### src/rtl/load_store_unit.sv
// rtl/load_store_unit.sv - sub-word load/store unit over word-only memory; misalignment trap under LSU_MISALIGN_CHECK_EN
// Loads take ACCESS then DONE; stores take ACCESS, WRITE (read-modify-write), then DONE.
module load_store_unit #(
    parameter int DATA_WIDTH = 32
) (
    input  logic                  clk,
    input  logic                  reset,
    input  logic                  req_i,
    input  logic                  we_i,
    input  logic [2:0]            funct3_i,
    input  logic [DATA_WIDTH-1:0] addr_i,
    input  logic [DATA_WIDTH-1:0] wdata_i,
    output logic                  busy_o,
    output logic                  done_o,
    output logic [DATA_WIDTH-1:0] rdata_o,
    output logic                  misaligned_o,
    output logic                  Mem_Read_o,
    output logic                  Mem_Write_o,
    output logic [DATA_WIDTH-1:0] Address_o,
    output logic [DATA_WIDTH-1:0] Write_Data_o,
    input  logic [DATA_WIDTH-1:0] Read_Data_i
);

    localparam logic [1:0] S_IDLE   = 2'd0;
    localparam logic [1:0] S_ACCESS = 2'd1;
    localparam logic [1:0] S_WRITE  = 2'd2;
    localparam logic [1:0] S_DONE   = 2'd3;

    logic [1:0]            r_state;
    logic                  r_we;
    logic                  r_err;
    logic [2:0]            r_funct3;
    logic [DATA_WIDTH-1:0] r_addr;
    logic [DATA_WIDTH-1:0] r_wdata;
    logic [DATA_WIDTH-1:0] r_word;
    logic [DATA_WIDTH-1:0] r_rdata;

    logic                  w_is_byte;
    logic                  w_is_half;
    logic                  w_misaligned;
    logic [7:0]            w_byte;
    logic [15:0]           w_half;
    logic [DATA_WIDTH-1:0] w_aligned;
    logic [DATA_WIDTH-1:0] w_load_val;
    logic [DATA_WIDTH-1:0] w_merged;

    assign w_is_byte = (r_funct3 == 3'b000) || (r_funct3 == 3'b100);
    assign w_is_half = (r_funct3 == 3'b001) || (r_funct3 == 3'b101);
    assign w_aligned = {r_addr[DATA_WIDTH-1:2], 2'b00};

`ifdef LSU_MISALIGN_CHECK_EN
    assign w_misaligned = (w_is_half && r_addr[0]) ||
                          (!w_is_byte && !w_is_half && (r_addr[1:0] != 2'b00));
`else
    assign w_misaligned = 1'b0;
`endif

    // Lane extraction works straight off the memory bus so rdata_o lands at the end of ACCESS.
    always_comb begin
        w_byte = Read_Data_i[{r_addr[1:0], 3'b000} +: 8];
        w_half = Read_Data_i[{r_addr[1], 4'b0000} +: 16];
        case (r_funct3)
            3'b000:  w_load_val = {{(DATA_WIDTH-8){w_byte[7]}}, w_byte};
            3'b100:  w_load_val = {{(DATA_WIDTH-8){1'b0}}, w_byte};
            3'b001:  w_load_val = {{(DATA_WIDTH-16){w_half[15]}}, w_half};
            3'b101:  w_load_val = {{(DATA_WIDTH-16){1'b0}}, w_half};
            default: w_load_val = Read_Data_i;
        endcase
    end

    always_comb begin
        w_merged = r_word;
        if (w_is_byte) begin
            w_merged[{r_addr[1:0], 3'b000} +: 8] = r_wdata[7:0];
        end else if (w_is_half) begin
            w_merged[{r_addr[1], 4'b0000} +: 16] = r_wdata[15:0];
        end else begin
            w_merged = r_wdata;
        end
    end

    always_ff @(posedge clk or negedge reset) begin
        if (!reset) begin
            r_state  <= S_IDLE;
            r_we     <= 1'b0;
            r_err    <= 1'b0;
            r_funct3 <= 3'b000;
            r_addr   <= '0;
            r_wdata  <= '0;
            r_word   <= '0;
            r_rdata  <= '0;
        end else begin
            case (r_state)
                S_IDLE: begin
                    if (req_i) begin
                        r_we     <= we_i;
                        r_funct3 <= funct3_i;
                        r_addr   <= addr_i;
                        r_wdata  <= wdata_i;
                        r_state  <= S_ACCESS;
                    end
                end
                S_ACCESS: begin
                    r_word <= Read_Data_i;
                    r_err  <= w_misaligned;
                    if (w_misaligned) begin
                        r_state <= S_DONE;
                    end else if (r_we) begin
                        r_state <= S_WRITE;
                    end else begin
                        r_rdata <= w_load_val;
                        r_state <= S_DONE;
                    end
                end
                S_WRITE: r_state <= S_DONE;
                default: r_state <= S_IDLE;
            endcase
        end
    end

    // Bus strobes decode from state alone so an async reset drops them immediately.
    assign busy_o       = (r_state == S_ACCESS) || (r_state == S_WRITE);
    assign done_o       = (r_state == S_DONE);
    assign misaligned_o = (r_state == S_DONE) && r_err;
    assign Mem_Read_o   = (r_state == S_ACCESS);
    assign Mem_Write_o  = (r_state == S_WRITE);
    assign Address_o    = busy_o ? w_aligned : '0;
    assign Write_Data_o = (r_state == S_WRITE) ? w_merged : '0;
    assign rdata_o      = r_rdata;

endmodule

### config.mk
export PLATFORM = sky130hd
export DESIGN_NAME = load_store_unit
export DESIGN_NICKNAME = d
export VERILOG_FILES = /design/src/rtl/load_store_unit.sv
export SDC_FILE = /design/constraint.sdc
export NUM_CORES = 1
export LEC_CHECK = 0
export BUFFER_PORTS_ARGS = -buffer_cell sky130_fd_sc_hd__buf_4
export CAP_MARGIN = 5
export CELL_PAD_IN_SITES_DETAIL_PLACEMENT = 0
export CELL_PAD_IN_SITES_GLOBAL_PLACEMENT = 1
export CORE_MARGIN = 5
export CORE_UTILIZATION = 40
export DETAILED_ROUTE_END_ITERATION = 8
export HOLD_SLACK_MARGIN = 0.08
export PLACE_DENSITY = 0.84
export SYNTH_ARGS = -nofsm -noshare
export SYNTH_HDL_FRONTEND = slang
export SYNTH_SLANG_ARGS = --single-unit
### constraint.sdc
create_clock -name clk -period 2.95 [get_ports clk]
set_input_delay 0.295 -clock clk [delete_from_list [all_inputs] [get_ports clk]]
set_output_delay 0.295 -clock clk [all_outputs]
set_load 0.005 [all_outputs]
### Yosys cells after proc, flatten, opt, wreduce, memory -nomap -nowiden

Cells that the tools add are included.

| storage, ports and cells | value |
|---|---|
| bits in registers | 134 |
| latch bits | 0 |
| RAM bits | 0 |
| bits in read-only memories | 0 |
| input port bits | 103 |
| output and inout bits | 101 |
| logic and storage cells | 40 |
| memories kept | 0 |

| cells by class | value |
|---|---|
| $add $sub $neg | 2 |
| $mul | 0 |
| div/mod/pow operators | 0 |
| order comparisons | 0 |
| eq/ne operators | 7 |
| shift-type cells | 6 |
| multiplexer cells | 10 |
| bitwise logic cells | 1 |
| reductions and logical operators | 7 |

Operators by type and width:

| kind | count |
|---|---|
| $mux W32 | 4 |
| $pmux W32 S4 | 1 |
| $bwmux W32 | 2 |
| $shift A16 B7 Y32 const A | 1 |
| $shift A8 B7 Y32 const A | 1 |
| $shiftx A16 B7 Y32 | 1 |
| $shiftx A32 B6 Y16 | 1 |
| $shiftx A32 B6 Y8 | 1 |
| $shiftx A8 B7 Y32 | 1 |
| $neg A5 Y7 | 2 |
| $eq A3 B3 Y1 const B | 2 |
| $pmux W2 S3 | 1 |
| $eq A2 B2 Y1 const B | 2 |
| $reduce_and A2 Y1 | 2 |
| $eq A3 B1 Y1 const B | 1 |
| $logic_not A3 Y1 | 1 |
| $logic_or A1 B1 Y1 | 3 |
| $eq A2 B1 Y1 const B | 1 |
| $logic_not A2 Y1 | 1 |
| $mux W2 | 1 |
| $ne A2 B2 Y1 const B | 1 |
| $mux W1 | 1 |
| $not A1 Y1 | 1 |

### Longest topological paths before layout

| depth | value |
|---|---|
| depth in word-level cells | 6 |
| gate-level depth with buffers | 9 |
| mapped depth without buffers | 5 |

### Least setup slack after synthesis

OpenSTA, ideal clock, no wires.

| timing | value |
|---|---|
| path type | reg2out |
| start | register r_addr[0] |
| end | output port Write_Data_o[31] |
| arrival time | 2.027 ns |
| required time | 2.655 ns |
| path slack | 0.628 ns |
| stages on the path, launching flop included | 10 |
| path buffers | 4 |
| cell sequence | dfrtp_1 buf_6 buf_6 buf_6 inv_1 ha_1 nor4bb_1 clkbuf_1 a221oi_1 nor3_1 |

| on the way | value |
|---|---|
| word-level cells in the longest chain between the ends | 5 |
| elaborated cells between the ends (all ways) | 6 |
| classes of those cells | add/sub (1); shift (2); mux (3) |

Ends and longest elaborated chain:

| item | line | source |
|---|---|---|
| start, declared | 33 | `logic [DATA_WIDTH-1:0] r_addr;` |
| start signal, assigned | 98 | `r_addr <= addr_i;` |
| $neg A5 Y7 (*) | 74 | `w_merged[{r_addr[1:0], 3'b000} +: 8] = r_wdata[7:0];` |
| $shiftx A8 B7 Y32 / $shift A8 B7 Y32 (equally long branches) | 74 |  |
| $bwmux W32 (*) | 74 |  |
| $mux W32 (*) | 73 | `if (w_is_byte) begin` |
| $mux W32 (*) | 128 | `assign Write_Data_o = (r_state == S_WRITE) ? w_merged : '0;` |
| end, declared | 20 | `output logic [DATA_WIDTH-1:0] Write_Data_o,` |

Mark *: on every way between the ends. The rest lies on a longest branch, timed or not.

### Worst setup path after layout

| timing | value |
|---|---|
| start | register r_state[0] |
| end | output port Write_Data_o[28] |

| on the way | value |
|---|---|
| word-level cells in the longest chain between the ends | 2 |

Ends and longest elaborated chain:

| item | line | source |
|---|---|---|
| start, declared | 29 | `logic [1:0] r_state;` |
| start signal, assigned | 84 | `r_state <= S_IDLE;` |
| start signal, assigned | 100 | `r_state <= S_ACCESS;` |
| start signal, assigned | 107 | `r_state <= S_DONE;` |
| $eq A2 B2 Y1 | 128 |  |
| $mux W32 | 128 |  |

No other way between the ends.

==> parameters.txt <==
Parameter                              Value

Power
  VDD IR max ... 0.0005669 V
  PwrDens ... 1236 nW/µm²
  Leakage power figure ... 4.273 nW
  Total power consumption of the routed design ... 0.01222 W

Setup path
  Setup crit start ... r_state[0]
  Cell depth of the worst flop-to-flop path ... 5
  Endpoint type of the worst setup path ... primary output
  Capturing point of the worst reg2reg path ... rdata_o[18]
  Reg-to-reg setup timing slack ... 0.57 ns
  Nature of the critical path startpoint ... register
  Arrival time reported for the critical path endpoint ... 2.54 ns
  Startpoint of the worst register-to-register path ... r_addr[1]
  CP Class ... register to primary output
  Worst path required time ... 2.65 ns
  Highest net fanout along the worst path ... 15

Timing
  Clock Skew ... 0.009111 ns
  RSZ-0062 raised after global routing ... true
  Worst rel slew slack ... 0.4705
  Share of the clock period used by the worst path after layout ... 0.9617
  Final hold viol count ... 0
  Setup-violating endpoint count in the final report ... 0
  Time the final worst path needs with I/O delays and setup ... 2.837 ns
  Pin slew with the least headroom to its limit ... 0.7942 ns
  Peak Freq ... 352.5 MHz
  Worst hold slack ... 0.09731 ns
  Pins Over Slew Limit ... 0

Hold path
  Number of instances on the worst hold path ... 2
  Worst Hold Path EP ... r_addr[30]
  Worst min-delay path startpoint ... addr_i[30]
  Path category of the worst min-delay check ... primary input to register

Die
  Top-level port count ... 204
  Die height ... 148.4 µm
  Floorplan die area ... 22010 µm²
  Initial core utilization ... 0.4079
  Horizontal die dimension ... 148.4 µm
  Total number of placement rows ... 50
  Core Region ... 18770 µm²

Layout
  Net count, final ... 983
  Area occupied by multi-input gates ... 3890 µm²
  Fraction of layout instances using a drive strength above 1 ... 0.4496
  Post-Layout Cell Count ... 1117
  Area added between synthesis and finish ... 29.11%
  Core Util, Final ... 0.5267
  Total area of sequential cells ... 3354 µm²
  Fin area ... 9884 µm²
  N_diodes ... 0
  Number of inserted filler cells in the final layout ... 1693

Drt
  Count of vias placed by the detailed router ... 6448
  First-pass DRT Iterations ... 5
  Routed Antenna Nets ... 0
  Average wire per standard cell ... 21.52 µm
  Post-DR vias/cell ... 5.773
  DR DRC count ... 0
  Number of DRC markers after the initial detailed-route iteration ... 517
  Wire length reported by the detailed router ... 24040 µm

CTS
  CTS tree ... built
  Number of levels the H-tree was split into ... 4
  Clock Tree Root ... clkbuf_16
  Clock net sink count ... 134
  Total clock buffers created by CTS ... 17
  Buffer count from post-CTS setup fixing ... 0
  Clock slew at the register clock pins of the worst setup and hold paths ... 0.06 ns
  Clock latency on the worst-skew pair ... 0.43 ns
  Buffer levels on the longest clock path ... 2

Synth
  Register area share after synthesis ... 0.4380
  Synth cell count leaders ... dfrtp_1, mux2_2, and2_1
  Number of distinct library cell variants in the gate-level netlist after synthesis ... 53
  Area share of the leading cell type in the synthesized netlist ... 0.4380
  Synth Instances ... 698
  Top_reg_cell synth ... dfrtp_1
  Count of synthesis-stage warnings from yosys ... 0
  Library cell with the highest instance count after synthesis ... dfrtp_1
  Number of flops mapped to enable cells by yosys ... 0
  Top post-synthesis cells by area ... dfrtp_1, mux2_2, and2_1, a221oi_1, o22ai_1
  Average cell area after synthesis ... 10.97 µm²
  Synth async-reset ratio ... 1.000
  Mapped cell area ... 7656 µm²
  Flops & latches, synth ... 134
  Largest area contributor in the synthesized netlist ... dfrtp_1

Placement
  Global placer's final weighted congestion ... 0.8626
  Buffers added on ports ... 200
  Hpwl dp ... 17170 µm
  Total instance count after detailed placement ... 1084
  Placed inst area ... 9250 µm²

GRT
  Via count of the first global-routing pass ... 6558
  Global-route wire length before repair ... 37430 µm
  Global router's overall resource usage ... 0.2171
  Largest net degree at the start of global routing ... 57
  Antenna violations before repair ... 0
  Aggregate global routing overflow ... 0

Job
  MaxCap Viol Count ... 0

Outcome
  Status ... finished clean
==> power by group <==
group	leakage, nW	internal [W]	total [W]	switching (W)
clock	0.289	0.00137	0.00220	0.000827
combinational	2.42	0.00329	0.00635	0.00307
sequential	1.57	0.00280	0.00366	0.000858
==> worst max-delay path by stage <==
| stage | endpoint | slack, ns | depth (start not counted) |
|---|---|---|---|
| 3_3_place_gp | Write_Data_o[7] | 0.53 | 6 |
| 3_5_place_dp | Write_Data_o[7] | 0.53 | 6 |
| 4_1_cts | Write_Data_o[7] | 0.06 | 6 |
| 6_report | Write_Data_o[28] | 0.11 | 6 |
| 5_1_grt | Write_Data_o[24] | -0.008 | 6 |
| 2_1_floorplan | Write_Data_o[31] | 0.63 | 9 |
==> routing by layer <==
| metal | track usage | routed length, µm | up-vias | part of all wire |
|---|---|---|---|---|
| li1 | - | - | 2966 | - |
| met1 | 0.2910 | 10270 | 3170 | 0.43 |
| met2 | 0.3393 | 11120 | 277 | 0.46 |
| met3 | 0.07069 | 2255 | 35 | 0.094 |
| met4 | 0.06005 | 393 | 0 | 0.016 |
| met5 | 0 | 0 | - | 0 |
==> worst max-delay path, stage by stage, from the launching register on <==
cell     delay [ns]
dfrtp_1        0.42
inv_1          0.11
ha_1           0.44
inv_1          0.39
buf_4          0.30
nor3_1         0.29
buf_4          0.17
==> stage by stage <==
step,TNS [ns],worst slack [ns]
2_1_floorplan,0,0.6284
3_3_place_gp,0,0.5263
3_5_place_dp,0,0.5261
4_1_cts,0,0.06127
5_1_grt,-0.02126,-0.007683
6_report,0,0.1130
==> cells by family (layout without fill, tap and decap cells) <==
| group | count (synthesis) | after routing | share of synthesized area |
|---|---|---|---|
| other | 1 | 3 | 0.0004898 |
| AO/OA/AOI/OAI | 169 | 169 | 0.1687 |
| AND/OR/NAND/NOR | 176 | 176 | 0.1325 |
| flip-flops | 134 | 134 | 0.4380 |
| adder cells (fa/ha/maj) | 9 | 9 | 0.01471 |
| multiplexers | 128 | 128 | 0.1889 |
| buffers and inverters | 81 | 264 | 0.05671 |
==> layout make-up <==
type | instances | area share
timing repair buffer | 222 | 0.1720
clock buffer | 20 | 0.04620
inverter | 11 | 0.004177
multi-input combinational | 485 | 0.3935
sequential | 134 | 0.3394
tap | 234 | 0.02962
clock inverter | 11 | 0.01506
==> flip-flops by register name (all words and copies together), names as in the netlist <==
name and cells:
r_addr 32, r_wdata 32, r_word 32, r_state 2
rdata_o 32, r_funct3 3, r_we 1
==> layout by cell type (no fill, tap or decap), drive strengths merged, types with 4 or more instances in the layout <==
cell and n:
inv 13, nand2 14, nor2 27, nor2b 14, o22ai 32, nand2b 9
mux2 119, a221oi 32, a31oi 8, mux2i 8, dfrtp 134, a31o 4
buf 220, a211oi 29, nor3 33, nor4 16, o32a 7, a32oi 6
ha 9, clkbuf 20, and2 49, o21ai 31, a21oi 9
==> what timing repair did <==
item	in CTS	in global routing
gates resized for setup	0	2
endpoints found under the setup margin	0	2
hold buffers	2	0
endpoints found under the hold margin	54	0
(Power assumes the default switching activity.)
